$ cat src/rtl/uart_tx_shift_register.sv
// UART transmit serializer: start bit, DATA_BITS data bits LSB first, optional
// parity, STOP_BITS stop bits, one line bit per baud_clk rising edge.
// Optional feature macro: UART_TX_PARITY_EN inserts a parity bit after the data.
module uart_tx_shift_register #(
  parameter int unsigned DATA_BITS  = 8,
  parameter int unsigned STOP_BITS  = 1,
  parameter int unsigned PARITY_ODD = 0
) (
  input  logic       baud_clk,
  input  logic       rst,
  input  logic       tx_start,
  input  logic [7:0] tx_data,
  output logic       serial_out,
  output logic       tx_busy,
  output logic       tx_done
);

  localparam int unsigned BYTE_W = 8;
  localparam int unsigned CNT_W  = 4;
  localparam logic [CNT_W-1:0] LAST_DATA = CNT_W'(DATA_BITS);
  localparam logic [CNT_W-1:0] LAST_STOP = CNT_W'(STOP_BITS - 1);

  // Elaboration-time parameter legality checks
  if (DATA_BITS < 5 || DATA_BITS > 8) begin : g_bad_data_bits
    $error("uart_tx_shift_register: DATA_BITS must be 5..8");
  end
  if (STOP_BITS < 1 || STOP_BITS > 2) begin : g_bad_stop_bits
    $error("uart_tx_shift_register: STOP_BITS must be 1 or 2");
  end
  if (PARITY_ODD > 1) begin : g_bad_parity_odd
    $error("uart_tx_shift_register: PARITY_ODD must be 0 or 1");
  end

`ifdef UART_TX_PARITY_EN
  typedef enum logic [2:0] {
    IDLE   = 3'd0,
    START  = 3'd1,
    DATA   = 3'd2,
    PARITY = 3'd3,
    STOP   = 3'd4
  } state_e;

  localparam logic [BYTE_W-1:0] DATA_MASK = 8'hFF >> (BYTE_W - DATA_BITS);
`else
  typedef enum logic [2:0] {
    IDLE  = 3'd0,
    START = 3'd1,
    DATA  = 3'd2,
    STOP  = 3'd4
  } state_e;
`endif

  state_e              state_q, state_d;
  logic [BYTE_W-1:0]   shreg_q, shreg_d;
  logic [CNT_W-1:0]    bit_cnt_q, bit_cnt_d;
  logic                serial_q, serial_d;
  logic                busy_q, busy_d;
  logic                done_q, done_d;
`ifdef UART_TX_PARITY_EN
  logic                par_q, par_d;
`endif

  // State, datapath and registered output flops; reset forces an idle line
  always_ff @(posedge baud_clk or negedge rst) begin
    if (!rst) begin
      state_q   <= IDLE;
      shreg_q   <= '0;
      bit_cnt_q <= '0;
      serial_q  <= 1'b1;
      busy_q    <= 1'b0;
      done_q    <= 1'b0;
`ifdef UART_TX_PARITY_EN
      par_q     <= 1'b0;
`endif
    end else begin
      state_q   <= state_d;
      shreg_q   <= shreg_d;
      bit_cnt_q <= bit_cnt_d;
      serial_q  <= serial_d;
      busy_q    <= busy_d;
      done_q    <= done_d;
`ifdef UART_TX_PARITY_EN
      par_q     <= par_d;
`endif
    end
  end

  // Next-state and next-output logic; serial_d is the bit shown after this edge
  always_comb begin
    state_d   = state_q;
    shreg_d   = shreg_q;
    bit_cnt_d = bit_cnt_q;
    serial_d  = serial_q;
    busy_d    = busy_q;
    done_d    = 1'b0;
`ifdef UART_TX_PARITY_EN
    par_d     = par_q;
`endif

    unique case (state_q)
      IDLE: begin
        serial_d = 1'b1;
        busy_d   = 1'b0;
        if (tx_start) begin
          state_d   = START;
          shreg_d   = tx_data;
          bit_cnt_d = '0;
          serial_d  = 1'b0;
          busy_d    = 1'b1;
`ifdef UART_TX_PARITY_EN
          par_d     = (^(tx_data & DATA_MASK)) ^ 1'(PARITY_ODD);
`endif
        end
      end

      START: begin
        state_d   = DATA;
        serial_d  = shreg_q[0];
        shreg_d   = {1'b0, shreg_q[BYTE_W-1:1]};
        bit_cnt_d = CNT_W'(1);
      end

      DATA: begin
        if (bit_cnt_q == LAST_DATA) begin
          bit_cnt_d = '0;
`ifdef UART_TX_PARITY_EN
          state_d   = PARITY;
          serial_d  = par_q;
`else
          state_d   = STOP;
          serial_d  = 1'b1;
`endif
        end else begin
          serial_d  = shreg_q[0];
          shreg_d   = {1'b0, shreg_q[BYTE_W-1:1]};
          bit_cnt_d = bit_cnt_q + CNT_W'(1);
        end
      end

`ifdef UART_TX_PARITY_EN
      PARITY: begin
        state_d   = STOP;
        serial_d  = 1'b1;
        bit_cnt_d = '0;
      end
`endif

      STOP: begin
        serial_d = 1'b1;
        if (bit_cnt_q == LAST_STOP) begin
          done_d    = 1'b1;
          bit_cnt_d = '0;
          if (tx_start) begin
            state_d  = START;
            shreg_d  = tx_data;
            serial_d = 1'b0;
            busy_d   = 1'b1;
`ifdef UART_TX_PARITY_EN
            par_d    = (^(tx_data & DATA_MASK)) ^ 1'(PARITY_ODD);
`endif
          end else begin
            state_d = IDLE;
            busy_d  = 1'b0;
          end
        end else begin
          bit_cnt_d = bit_cnt_q + CNT_W'(1);
        end
      end

      default: begin
        state_d   = IDLE;
        bit_cnt_d = '0;
        serial_d  = 1'b1;
        busy_d    = 1'b0;
      end
    endcase
  end

  assign serial_out = serial_q;
  assign tx_busy    = busy_q;
  assign tx_done    = done_q;

endmodule
$ cat config.mk
export PLATFORM = sky130hd
export DESIGN_NAME = uart_tx_shift_register
export DESIGN_NICKNAME = d
export VERILOG_FILES = /design/src/rtl/uart_tx_shift_register.sv
export SDC_FILE = /design/constraint.sdc
export NUM_CORES = 1
export LEC_CHECK = 0
export BUFFER_PORTS_ARGS = -buffer_cell sky130_fd_sc_hd__clkbuf_2
export CORE_MARGIN = 10
export CORE_UTILIZATION = 45
export DETAILED_ROUTE_END_ITERATION = 12
export PLACE_DENSITY = 0.61
export SLEW_MARGIN = 0
export SYNTH_ARGS = -nofsm -noshare
export SYNTH_HDL_FRONTEND = slang
export SYNTH_SLANG_ARGS = --single-unit
$ cat constraint.sdc
create_clock -name baud_clk -period 2.19 [get_ports baud_clk]
set_input_delay 0.219 -clock baud_clk [delete_from_list [all_inputs] [get_ports baud_clk]]
set_output_delay 0.219 -clock baud_clk [all_outputs]
set_load 0.02 [all_outputs]
-- Word-level counts from Yosys, hierarchy flattened
Cells that the tools add are included.
- flip-flop bits (word level): 18
- bits of input ports: 11
- output and inout port bits: 3
- logic and storage cells: 45
- $add $sub $neg: 1
- equality and inequality tests: 8
- mux-type cells: 22
- bitwise logic cells: 1
- reduce and logical (&&, ||, !) cells: 7
- operators with widths (cell ; number):
    $pmux W8 S4 ; 1
    $mux W8 ; 3
    $pmux W4 S4 ; 1
    $mux W4 ; 3
    $pmux W3 S4 ; 1
    $mux W3 ; 3
    $mux W1 ; 8
    $ne A2 B2 Y1 const B ; 4
    $reduce_and A3 Y1 ; 2
    $add A4 B1 Y4 const B ; 1
    $eq A4 B4 Y1 const B ; 1
    $logic_not A4 Y1 ; 1
    $pmux W1 S4 ; 1
    $reduce_bool A4 Y1 ; 1
    $eq A3 B1 Y1 const B ; 1
    $eq A3 B2 Y1 const B ; 1
    $eq A3 B3 Y1 const B ; 1
    $logic_not A3 Y1 ; 1
    $pmux W1 S3 ; 1
    $reduce_and A2 Y1 ; 1
    $reduce_or A2 Y1 ; 1
    $not A1 Y1 ; 1

-- Depth between registers and ports, before layout
- depth after elaboration: 4
- mapped depth: 7
- mapped depth without buffers: 6

-- Least setup slack after synthesis
Ideal clock, no wire load.
- path kind: register to register
- from: reg bit_cnt_q[0]
- to: reg shreg_q[7]
- library setup time: 0.118 ns
- arrival: 1.366 ns
- data required time: 2.072 ns
- slack: 0.707 ns
- cell stages (with the launch flop): 8
- buffers on the path: 1
- period minus slack after synthesis: 1.483 ns
- cells stage by stage: dfrtp_1 -> inv_1 -> ha_1 -> nor3b_2 -> a221o_1 -> buf_2 -> nand4b_1 -> nand2_1
- word-level cells in the longest chain between the ends: 3
- elaborated cells on any way between the ends: 5
- those cells by class: 3 x eq/ne; 2 x reduce/logical
- ends and longest elaborated chain (item ; RTL line ; RTL):
    start: declaration ; 55 ; logic [CNT_W-1:0] bit_cnt_q, bit_cnt_d;
    start signal: assignment ; 78 ; bit_cnt_q <= bit_cnt_d;
    $eq A4 B4 Y1 or $logic_not A4 Y1 (tied branches) ; 124, 150 ;
    $ne A2 B2 Y1 (no source line) ; - ;
    $reduce_and A3 Y1 (no source line) * ; - ;
    end signal: assignment ; 77 ; shreg_q <= shreg_d;
    end: declaration ; 54 ; logic [BYTE_W-1:0] shreg_q, shreg_d;
Every way passes the cells marked *; elsewhere a longest branch is shown, timed or not.
A chain may end at the register's enable or synchronous reset.

-- Worst setup path after layout
- from: reg bit_cnt_q[0]
- to: reg shreg_q[1]
The elaborated chain is that of the path after synthesis.

==> reports/metrics.cfg <==
[outcome]
outcome=completed

[place]
placement.io_buffers=13
dpl.hpwl_um=1460
place_inst=136
dp_slack_ns=0.454
globalplace.congestion=0.756

[timing]
worst_slew_margin_rel_pct=64.3
finalWorstSetupSlack_ns=0.439
drv_slew=0
tns_ns=0
rsz0062_at_grt=no
finalHoldViolCount=0
finalSetupViolations=0
finClkSkew_ns=0.00850
period_needed_ns=1.75
tightest_slew_ns=0.535
period_share_pct=79.9
fmax_mhz=571

[synthesis]
seq_area_frac_synth_pct=42.6
synthArstFlopShare_pct=100
synthCells=101
yosysUniqueCellTypes=41
yosys_warnings=0
ys_ff_latch=18
synth_enable_flop_cells=0
netlist_area_um2=1060
syn-num-nets=114
syn_area_per_cell_um2=10.5
synth_flop_cell=dfrtp_1

[critical_path]
crit_arrival_ns=1.96
ff2ff_path_depth=6
critPathCaptureType=flop
reg2reg_slack_ns=0.44
worstSetupStartpointType=flop
cp.required_ns=2.40
timing.rr.end=shreg_q[1]
worstPathMaxFanout=7
reg2reg_from=bit_cnt_q[0]
criticalPathCategory=flop to flop

[clock_tree]
cts_sinks=18
cts_buffers=3
worstSkewPairLatency_ns=0.29
clk_pin_slew_worst_paths_ns=0.11
cts-resized-gates=0
cts-root-buf=clkbuf_4
cts_tree=yes
cts_max_path_buffers=2
htreeDepth=1

[floorplan]
initial_core_util_pct=47.5
fp.dieH_um=68.5
io-pin-count=14
dieArea_um2=4700
core_um2=2230
die_width_um=68.5
rows=17

[layout]
area_growth_pct=9.92
fillers=218
final_cell_mix=dfrtp_1 (17), clkbuf_2 (13), nand2b_1 (10)
fin_nets=127
instances_no_fill=141
layout_commonest_cell=dfrtp_1
drive_above_1_share_pct=23.0
diodes=0
utilization_pct=52.2

[global_routing]
antenna_found_initial=0
track_usage_pct=9.93
grt_max_degree=19
grt_pass1_wl_um=3710
gr-total-overflow=0
grt_pass1_vias=805

[route]
drtAntennaViolNets=0
dr.max_layer_used=met4
vias=780
wl_met3_um=138
drtPass1Iterations=4
vias_per_cell=5.53
drtIter0Drc=43
drc=0
met1_length_um=1030
wl_met2_um=937
wl_per_cell_um=15.0
wirelength_um=2120

[min_path]
whs_endpoint=shreg_q[7]
hold_path_class=input pin to flop
min_from=tx_data[7]
hold_depth=3

[job]
maxCapViolCount=0

[power]
p_per_area_nw_per_um2=1250
leakage_uw=0.000534
vdd_drop_max_mv=0.646

==> timing repair <==
item,in CTS,in global routing
endpoints found under the hold margin,17,0
buffers inserted,0,0
hold buffers,1,0
==> kinds of logic after synthesis <==
group	after synthesis	synth area share, %
buf+inv	10	4.37
xor+xnor	2	1.65
fa+ha+maj	2	2.36
flops	18	42.6
mux	9	8.74
simple gates	35	21.5
compound gates	25	18.8
==> metrics by stage <==
stage / hold slack, ns / total power, µW / area, µm²
2_1_floorplan: -0.0766 / 1150 / 1060
3_3_place_gp: 0.190 / 1270 / 1130
3_5_place_dp: 0.201 / 1290 / 1130
4_1_cts: 0.168 / 1470 / 1160
5_1_grt: 0.181 / 1600 / 1160
6_report: 0.170 / 1460 / 1160
==> worst max-delay path, stage by stage, from the launching register on <==
cell and delay (ns):
dfrtp_1 0.43, inv_1 0.07, ha_1 0.17, nor3b_2 0.33, a32oi_1 0.19, nand2_1 0.27, a2bb2oi_1 0.21
==> synth_stat cells (2+ instances only) <==
cell type	number	area, µm²
a21oi_1	4	20.0
a2bb2oi_1	7	61.3
a32oi_1	2	17.5
and3_1	2	12.5
buf_2	4	20.0
dfrtp_1	17	425
ha_1	2	25.0
inv_1	4	15.0
mux2_2	2	22.5
mux2i_1	7	70.1
nand2_1	5	18.8
nand2b_1	10	62.6
nand3_1	2	10.0
nor2_1	5	18.8
nor3b_2	2	25.0
==> area by class of cell <==
class,count,area [µm²],area share (%)
inverter,4,15.0,1.29
clock buffer,4,26.3,2.26
timing repair buffer,14,75.1,6.44
tap,28,35.0,3.01
multi-input combinational,73,562,48.2
sequential,18,452,38.8
==> state kept, by name (all words and copies together), names as in the netlist <==
signal / count
shreg_q: 8
tx_done: 1
bit_cnt_q: 4
tx_busy: 1
serial_out: 1
state_q: 3
==> worst max-delay path by stage <==
| stage | cells past startpoint | end | start |
|---|---|---|---|
| 2_1_floorplan | 7 | shreg_q[7] | bit_cnt_q[0] |
| 3_3_place_gp | 6 | shreg_q[7] | bit_cnt_q[0] |
| 3_5_place_dp | 6 | shreg_q[1] | bit_cnt_q[0] |
| 4_1_cts | 6 | shreg_q[1] | bit_cnt_q[0] |
| 5_1_grt | 6 | shreg_q[6] | bit_cnt_q[0] |
| 6_report | 6 | shreg_q[1] | bit_cnt_q[0] |
==> power breakdown <==
part	internal, µW	switching, µW
Clock	70.7	101
Combinational	356	333
Sequential	464	132
==> per-layer routing <==
layer | up-vias | global-route usage [%]
met5 | - | 0
met4 | 0 | 3.02
met3 | 2 | 3.22
met2 | 13 | 15.0
met1 | 372 | 13.2
li1 | 393 | -
Note: power is estimated with default switching activity, not from simulation.
